**config.mk**
```make
export PLATFORM = sky130hd
export DESIGN_NAME = ctrl_pipe_regs_flat
export DESIGN_NICKNAME = d
export VERILOG_FILES = /design/src/rtl/ctrl_pipe_regs_if.sv /design/src/rtl/ctrl_pipe_regs.sv /design/src/flat_wrapper.sv
export SDC_FILE = /design/constraint.sdc
export NUM_CORES = 1
export LEC_CHECK = 0
export BUFFER_PORTS_ARGS = -buffer_cell sky130_fd_sc_hd__buf_2
export CORE_ASPECT_RATIO = 1.5
export CORE_MARGIN = 5
export CORE_UTILIZATION = 25
export DETAILED_ROUTE_END_ITERATION = 6
export PLACE_DENSITY_LB_ADDON = 0.15
export SYNTH_ARGS = -nofsm -noshare
export SYNTH_HDL_FRONTEND = slang
export SYNTH_SLANG_ARGS = --single-unit
```
**constraint.sdc**
```tcl
create_clock -name clk_i -period 5.2 [get_ports clk_i]
set_input_delay 0.26 -clock clk_i [delete_from_list [all_inputs] [get_ports clk_i]]
set_output_delay 0.26 -clock clk_i [all_outputs]
set_load 0.005 [all_outputs]
```
**src/rtl/ctrl_pipe_regs_if.sv**
```systemverilog
// Bundle between ID-stage control generation and the EX/MEM/WB control pipeline.
// The master drives the ID-side controls; the slave returns the registered stage fields.
interface ctrl_pipe_regs_if #(
    parameter int unsigned RD_W  = 5,
    parameter int unsigned CNT_W = 32
);
    logic              valid_i;
    logic [2:0]        EX_i;
    logic [2:0]        M_i;
    logic [1:0]        WB_i;
    logic [RD_W-1:0]   rd_i;
    logic              bubble_i;
    logic              flush_i;
    logic              hold_i;

    logic [2:0]        idex_EX_o;
    logic [2:0]        idex_M_o;
    logic [1:0]        idex_WB_o;
    logic [RD_W-1:0]   idex_rd_o;
    logic              idex_MemRead_o;
    logic [2:0]        exmem_M_o;
    logic [1:0]        exmem_WB_o;
    logic [RD_W-1:0]   exmem_rd_o;
    logic [1:0]        memwb_WB_o;
    logic [RD_W-1:0]   memwb_rd_o;
    logic              memwb_valid_o;
    logic [CNT_W-1:0]  retire_cnt_o;
    logic [CNT_W-1:0]  bubble_cnt_o;

    modport master (
        output valid_i, EX_i, M_i, WB_i, rd_i, bubble_i, flush_i, hold_i,
        input  idex_EX_o, idex_M_o, idex_WB_o, idex_rd_o, idex_MemRead_o,
               exmem_M_o, exmem_WB_o, exmem_rd_o,
               memwb_WB_o, memwb_rd_o, memwb_valid_o,
               retire_cnt_o, bubble_cnt_o
    );

    modport slave (
        input  valid_i, EX_i, M_i, WB_i, rd_i, bubble_i, flush_i, hold_i,
        output idex_EX_o, idex_M_o, idex_WB_o, idex_rd_o, idex_MemRead_o,
               exmem_M_o, exmem_WB_o, exmem_rd_o,
               memwb_WB_o, memwb_rd_o, memwb_valid_o,
               retire_cnt_o, bubble_cnt_o
    );
endinterface

```
**src/rtl/ctrl_pipe_regs.sv**
```systemverilog
// ID/EX, EX/MEM and MEM/WB control pipeline registers with bubble/flush/hold
// handling plus retired-instruction and inserted-bubble counters.
module ctrl_pipe_regs #(
    parameter int unsigned CNT_W = 32,
    parameter int unsigned RD_W  = 5
) (
    input  logic            clk_i,
    input  logic            rst_i,
    ctrl_pipe_regs_if.slave bus
);
    typedef struct packed {
        logic [2:0]      ex;
        logic [2:0]      m;
        logic [1:0]      wb;
        logic [RD_W-1:0] rd;
        logic            valid;
    } idex_t;

    typedef struct packed {
        logic [2:0]      m;
        logic [1:0]      wb;
        logic [RD_W-1:0] rd;
        logic            valid;
    } exmem_t;

    typedef struct packed {
        logic [1:0]      wb;
        logic [RD_W-1:0] rd;
        logic            valid;
    } memwb_t;

    idex_t            idex_q,  idex_d;
    exmem_t           exmem_q, exmem_d;
    memwb_t           memwb_q, memwb_d;
    logic [CNT_W-1:0] retire_cnt_q, retire_cnt_d;
    logic [CNT_W-1:0] bubble_cnt_q, bubble_cnt_d;
    logic             squash;
    logic             count_bubble;

    // A squashed slot enters ID/EX as all-zero control so it can never write.
    always_comb begin
        squash       = bus.bubble_i | bus.flush_i | ~bus.valid_i;
        count_bubble = bus.valid_i & (bus.bubble_i | bus.flush_i);
    end

    always_comb begin
        idex_d       = idex_q;
        exmem_d      = exmem_q;
        memwb_d      = memwb_q;
        retire_cnt_d = retire_cnt_q;
        bubble_cnt_d = bubble_cnt_q;

        if (!bus.hold_i) begin
            if (squash) begin
                idex_d = '0;
            end else begin
                idex_d.ex    = bus.EX_i;
                idex_d.m     = bus.M_i;
                idex_d.wb    = bus.WB_i;
                idex_d.rd    = bus.rd_i;
                idex_d.valid = 1'b1;
            end

            exmem_d.m     = idex_q.m;
            exmem_d.wb    = idex_q.wb;
            exmem_d.rd    = idex_q.rd;
            exmem_d.valid = idex_q.valid;

            memwb_d.wb    = exmem_q.wb;
            memwb_d.rd    = exmem_q.rd;
            memwb_d.valid = exmem_q.valid;

            if (memwb_q.valid) begin
                retire_cnt_d = retire_cnt_q + CNT_W'(1);
            end
            if (count_bubble) begin
                bubble_cnt_d = bubble_cnt_q + CNT_W'(1);
            end
        end
    end

    always_ff @(posedge clk_i) begin
        if (rst_i) begin
            idex_q       <= '0;
            exmem_q      <= '0;
            memwb_q      <= '0;
            retire_cnt_q <= '0;
            bubble_cnt_q <= '0;
        end else begin
            idex_q       <= idex_d;
            exmem_q      <= exmem_d;
            memwb_q      <= memwb_d;
            retire_cnt_q <= retire_cnt_d;
            bubble_cnt_q <= bubble_cnt_d;
        end
    end

    assign bus.idex_EX_o      = idex_q.ex;
    assign bus.idex_M_o       = idex_q.m;
    assign bus.idex_WB_o      = idex_q.wb;
    assign bus.idex_rd_o      = idex_q.rd;
    assign bus.idex_MemRead_o = idex_q.m[1];
    assign bus.exmem_M_o      = exmem_q.m;
    assign bus.exmem_WB_o     = exmem_q.wb;
    assign bus.exmem_rd_o     = exmem_q.rd;
    assign bus.memwb_WB_o     = memwb_q.wb;
    assign bus.memwb_rd_o     = memwb_q.rd;
    assign bus.memwb_valid_o  = memwb_q.valid;
    assign bus.retire_cnt_o   = retire_cnt_q;
    assign bus.bubble_cnt_o   = bubble_cnt_q;
endmodule

```
**src/flat_wrapper.sv**
```systemverilog
// flat-port wrapper written by rule: the top's interface ports become plain ports
module ctrl_pipe_regs_flat 
#(
    parameter int unsigned CNT_W = 32,
    parameter int unsigned RD_W  = 5
)
  (clk_i, rst_i, bus_valid_i, bus_EX_i, bus_M_i, bus_WB_i, bus_rd_i, bus_bubble_i, bus_flush_i, bus_hold_i, bus_idex_EX_o, bus_idex_M_o, bus_idex_WB_o, bus_idex_rd_o, bus_idex_MemRead_o, bus_exmem_M_o, bus_exmem_WB_o, bus_exmem_rd_o, bus_memwb_WB_o, bus_memwb_rd_o, bus_memwb_valid_o, bus_retire_cnt_o, bus_bubble_cnt_o);
  ctrl_pipe_regs_if #(.RD_W(RD_W), .CNT_W(CNT_W)) bus_i ();
  input  logic clk_i;
  input  logic rst_i;
  input wire logic [$bits(bus_i.valid_i)-1:0] bus_valid_i;
  input wire logic [$bits(bus_i.EX_i)-1:0] bus_EX_i;
  input wire logic [$bits(bus_i.M_i)-1:0] bus_M_i;
  input wire logic [$bits(bus_i.WB_i)-1:0] bus_WB_i;
  input wire logic [$bits(bus_i.rd_i)-1:0] bus_rd_i;
  input wire logic [$bits(bus_i.bubble_i)-1:0] bus_bubble_i;
  input wire logic [$bits(bus_i.flush_i)-1:0] bus_flush_i;
  input wire logic [$bits(bus_i.hold_i)-1:0] bus_hold_i;
  output wire logic [$bits(bus_i.idex_EX_o)-1:0] bus_idex_EX_o;
  output wire logic [$bits(bus_i.idex_M_o)-1:0] bus_idex_M_o;
  output wire logic [$bits(bus_i.idex_WB_o)-1:0] bus_idex_WB_o;
  output wire logic [$bits(bus_i.idex_rd_o)-1:0] bus_idex_rd_o;
  output wire logic [$bits(bus_i.idex_MemRead_o)-1:0] bus_idex_MemRead_o;
  output wire logic [$bits(bus_i.exmem_M_o)-1:0] bus_exmem_M_o;
  output wire logic [$bits(bus_i.exmem_WB_o)-1:0] bus_exmem_WB_o;
  output wire logic [$bits(bus_i.exmem_rd_o)-1:0] bus_exmem_rd_o;
  output wire logic [$bits(bus_i.memwb_WB_o)-1:0] bus_memwb_WB_o;
  output wire logic [$bits(bus_i.memwb_rd_o)-1:0] bus_memwb_rd_o;
  output wire logic [$bits(bus_i.memwb_valid_o)-1:0] bus_memwb_valid_o;
  output wire logic [$bits(bus_i.retire_cnt_o)-1:0] bus_retire_cnt_o;
  output wire logic [$bits(bus_i.bubble_cnt_o)-1:0] bus_bubble_cnt_o;
  assign bus_i.valid_i = bus_valid_i;
  assign bus_i.EX_i = bus_EX_i;
  assign bus_i.M_i = bus_M_i;
  assign bus_i.WB_i = bus_WB_i;
  assign bus_i.rd_i = bus_rd_i;
  assign bus_i.bubble_i = bus_bubble_i;
  assign bus_i.flush_i = bus_flush_i;
  assign bus_i.hold_i = bus_hold_i;
  assign bus_idex_EX_o = bus_i.idex_EX_o;
  assign bus_idex_M_o = bus_i.idex_M_o;
  assign bus_idex_WB_o = bus_i.idex_WB_o;
  assign bus_idex_rd_o = bus_i.idex_rd_o;
  assign bus_idex_MemRead_o = bus_i.idex_MemRead_o;
  assign bus_exmem_M_o = bus_i.exmem_M_o;
  assign bus_exmem_WB_o = bus_i.exmem_WB_o;
  assign bus_exmem_rd_o = bus_i.exmem_rd_o;
  assign bus_memwb_WB_o = bus_i.memwb_WB_o;
  assign bus_memwb_rd_o = bus_i.memwb_rd_o;
  assign bus_memwb_valid_o = bus_i.memwb_valid_o;
  assign bus_retire_cnt_o = bus_i.retire_cnt_o;
  assign bus_bubble_cnt_o = bus_i.bubble_cnt_o;
  ctrl_pipe_regs #(.CNT_W(CNT_W), .RD_W(RD_W)) u_core (.clk_i(clk_i), .rst_i(rst_i), .bus(bus_i));
endmodule
```
After elaboration in Yosys (flattened, before gate mapping)

Index checks and enable logic that the tools add are counted.

Input port bits: 19
Flip-flop bits (word level): 97

Bitwise logic cells: 5
Muxes and demuxes: 1
Add/subtract/negate cells: 2
Reductions and logical operators: 2

Operators with widths:

| operator                | number |
|---|---|
| $add A32 B1 Y32 const B | 2 |
| $mux W14                | 1 |
| $reduce_and A2 Y1       | 2 |
| $not A1 Y1              | 2 |
| $or A1 B1 Y1            | 2 |
| $and A1 B1 Y1           | 1 |

Longest topological paths before layout

Word-level depth: 3
Gate-level depth with buffers: 7
Depth with buffers taken out: 5

Worst setup path before layout

No wires, ideal clock.

Path type: register to register
Start: register u_core.retire_cnt_q[0], in the netlist u_core.bus.retire_cnt_o[0]
End: register u_core.retire_cnt_q[30], in the netlist u_core.bus.retire_cnt_o[30]
Setup time: 0.121 ns
Arrival: 1.873 ns
Setup slack: 3.207 ns
Cell stages (with the launch flop): 7
Buffers on the path: 1
Data required time: 5.079 ns
Cell sequence: dfxtp_1 -> ha_1 -> nand4b_1 -> or4_1 -> clkbuf_1 -> nor3_1 -> mux2_2

Cells in the longest elaborated chain, start to end: 1

Ends and longest elaborated chain:

| what                   | RTL line             | text |
|---|---|---|
| start, declared        | ctrl_pipe_regs.sv:35 | `logic [CNT_W-1:0] retire_cnt_q, retire_cnt_d;` |
| start signal, assigned | ctrl_pipe_regs.sv:93 | `retire_cnt_q <= retire_cnt_d;` |
| $add A32 B1 Y32        | ctrl_pipe_regs.sv:74 | `retire_cnt_d = retire_cnt_q + CNT_W'(1);` |

Every way passes these cells.
A chain may end at the register's enable or synchronous reset.

Worst setup path in the final report

Ends and elaborated chain as after synthesis.

==> flow_summary.json <==
{
  "dr.pass1.iters": 4,
  "drt-initial-drc-count": 182,
  "crit_arrival_ps": 2700,
  "period_minus_slack_ps": 2460,
  "diodes": 0,
  "synth_cells": 496,
  "ctsHoldBuffers": 0,
  "final.setup.tns_ps": 0,
  "post_cts_buffers": 0,
  "final_common_cell": "buf_2",
  "critical_path_class": "register to register",
  "power_frac_comb_pct": 2.9,
  "holdWs_ps": 145,
  "synth_ff_type": "dfxtp_1",
  "syn_avg_cell_area_um2": 8.80,
  "crit_chain": "ha_1 -> nand4b_1 -> or4_1 -> nor3_1 -> mux2_2",
  "dieArea_um2": 20200,
  "drc": 0,
  "drive_gt1_share_pct": 23.7,
  "worstMarginPinSlew_ps": 1090,
  "drt_wl_total_um": 11800,
  "ys_warn_count": 0,
  "cts-htree-levels": 3,
  "synth_edf_count": 0,
  "postRouteAntennaNets": 0,
  "hold_path_class": "primary input to register",
  "slowest_stage": "or4_1",
  "async_flop_share_pct": 0,
  "yosysSeqAreaShare_pct": 44.5,
  "status": "finished, final reports clean",
  "ios": 115,
  "cts_sinks": 97,
  "path_buf_inv": 0,
  "min_period_over_period_pct": 47.4,
  "core_um2": 17300,
  "maxSlewHeadroom_pct": 27.5,
  "clock_power_share_pct": 46.1,
  "syn-num-nets": 517,
  "switchingPower_uw": 317,
  "slew_viol_final": 0,
  "grt_overflow": 0,
  "final_nets": 591,
  "numCtsBuffers": 9,
  "fin_skew_ps": 7.08,
  "switching_share_pct": 21.6,
  "vdd_drop_max_v": 0.000104,
  "stdcell_area_um2": 5210,
  "p_leak_uw": 0.00202,
  "cp_num_cells": 5,
  "clockRootBuffer": "clkbuf_16",
  "dpl_worst_slack_ps": 2540,
  "initial_core_util_pct": 25.3,
  "area_delta_synth_final_pct": 19.5,
  "wl_per_cell_um": 15.0,
  "hold_path_depth": 3,
  "setup_violations": 0,
  "critPathMaxStageDelay_ps": 770,
  "hold_viol": 0,
  "grt_usage_pct": 11.7,
  "critical_path.top_delay_family": "simple AND/OR/NAND/NOR gates",
  "cts_resized": 0,
  "path_max_fanout": 13,
  "final_cell_mix": "buf_2, dfxtp_1, nor2_1",
  "fillers": 1876,
  "internal_power_uw": 1150,
  "setup_slack_ps": 2740,
  "crit_path_end_kind": "register",
  "clk_pin_slew_ps": 70,
  "die_x_um": 118,
  "worstSetupStartpointType": "register",
  "dpl_cell_area_um2": 4920,
  "p_per_area_nw_per_um2": 281,
  "hpwlAfterDp_um": 8360,
  "fmax_mhz": 406,
  "gp_congestion": 0.767,
  "rsz0062_at_grt": "false",
  "grt_start_max_net_pins": 101,
  "std_cell_rows": 59,
  "port_buffers": 114,
  "clock_tree.buffer_depth": 2,
  "die_h_um": 172,
  "syn_area_um2": 4360,
  "seqPwrFrac_pct": 51.0,
  "clkLatencyLatePin_ps": 350,
  "total_power_uw": 1470,
  "synthDistinctLibCells": 33,
  "antenna_found_initial": 0,
  "required_ps": 5440,
  "grt_pass1_wl_um": 19300,
  "yosys_register_bits": 97,
  "via_count": 3939,
  "reg2reg_depth": 5,
  "grt_pass1_vias": 3815,
  "cts_tree": "built",
  "via_per_inst": 5.00,
  "maxCapViolations": 0
}
## registers in the layout (all words and copies together), names as in the netlist
register	count
u_core.bus.memwb_rd_o	5
u_core.bus.idex_EX_o	3
u_core.bus.idex_rd_o	5
u_core.bus.exmem_M_o	3
u_core.bus.exmem_WB_o	2
u_core.bus.idex_WB_o	2
u_core.exmem_q	1
u_core.bus.bubble_cnt_o	32
u_core.bus.idex_M_o	3
u_core.bus.memwb_valid_o	1
u_core.idex_q	1
u_core.bus.memwb_WB_o	2
u_core.bus.retire_cnt_o	32
u_core.bus.exmem_rd_o	5
## synth_stat cells (6+ instances only)
cell type | instances | area [um^2]
nand4_1 | 16 | 100
clkbuf_1 | 20 | 75.1
inv_1 | 12 | 45.0
or4_1 | 36 | 270
xor2_1 | 6 | 52.6
buf_4 | 23 | 173
a21oi_1 | 46 | 230
nand3_1 | 21 | 105
mux2i_1 | 21 | 210
xnor2_1 | 8 | 70.1
nand2_1 | 17 | 63.8
o21ai_0 | 16 | 80.1
o31ai_1 | 29 | 218
or3_1 | 16 | 100
dfxtp_1 | 97 | 1940
a22oi_1 | 13 | 97.6
and4_1 | 7 | 61.3
nor2_1 | 53 | 199
## power by group through the flow
| stage | sequential [uW] | combinational [uW] | clock, uW |
|---|---|---|---|
| floorplan | 765 | 30.6 | 0 |
| global placement | 765 | 43.2 | 0 |
| detailed placement | 765 | 43.5 | 0 |
| CTS | 748 | 43.6 | 711 |
| global route | 749 | 47.5 | 741 |
| finish | 748 | 42.2 | 676 |
## per-layer routing
metal  share of wire [%]  global-route usage, %
met5                   0                      0
met4                 3.2                   6.74
met3                 5.8                   2.99
met2                  47                   19.6
met1                  44                   13.7
## cell families (layout without fill, tap and decap cells)
group / Yosys count / count (layout) / share of synthesized area [%]
multiplexers: 24 / 24 / 5.59
buffers and inverters: 64 / 143 / 7.77
XOR/XNOR: 14 / 14 / 2.81
adder cells (fa/ha/maj): 2 / 2 / 0.573
flip-flops: 97 / 97 / 44.5
AND/OR/NAND/NOR: 191 / 191 / 24.4
AO/OA/AOI/OAI: 104 / 104 / 14.3
## final cells by class
| class | count | area (um^2) | share of cell area [%] |
|---|---|---|---|
| timing repair buffer | 115 | 581 | 11.1 |
| inverter | 12 | 45.0 | 0.864 |
| multi-input combinational | 335 | 2080 | 39.9 |
| clock buffer | 12 | 246 | 4.73 |
| sequential | 97 | 1940 | 37.2 |
| clock inverter | 4 | 51.3 | 0.984 |
| tap | 213 | 267 | 5.11 |
## worst min-delay path: cells and delay by family
family / cells / cell delay (ps)
buffers and inverters: 1 / 80
AOI/OAI and AO/OA: 1 / 50
and+or+nand+nor: 1 / 70
## through the flow
stage               utilization, %  cells
finish                        30.2    788
CTS                           30.2    788
floorplan                        -    496
global route                  30.2    788
global placement              28.5    772
detailed placement            28.5    772
## final timing paths
path / end / start / slack (ps)
setup / recovery: u_core.bus.retire_cnt_o[30] / u_core.bus.retire_cnt_o[0] / 2740
hold / removal: u_core.bus.idex_M_o[0] / bus_M_i[0] / 150
hold reg to reg: u_core.bus.bubble_cnt_o[31] / u_core.bus.bubble_cnt_o[31] / 480
setup reg to reg: u_core.bus.retire_cnt_o[30] / u_core.bus.retire_cnt_o[0] / 2740
Note: power is estimated with default switching activity, not from simulation.
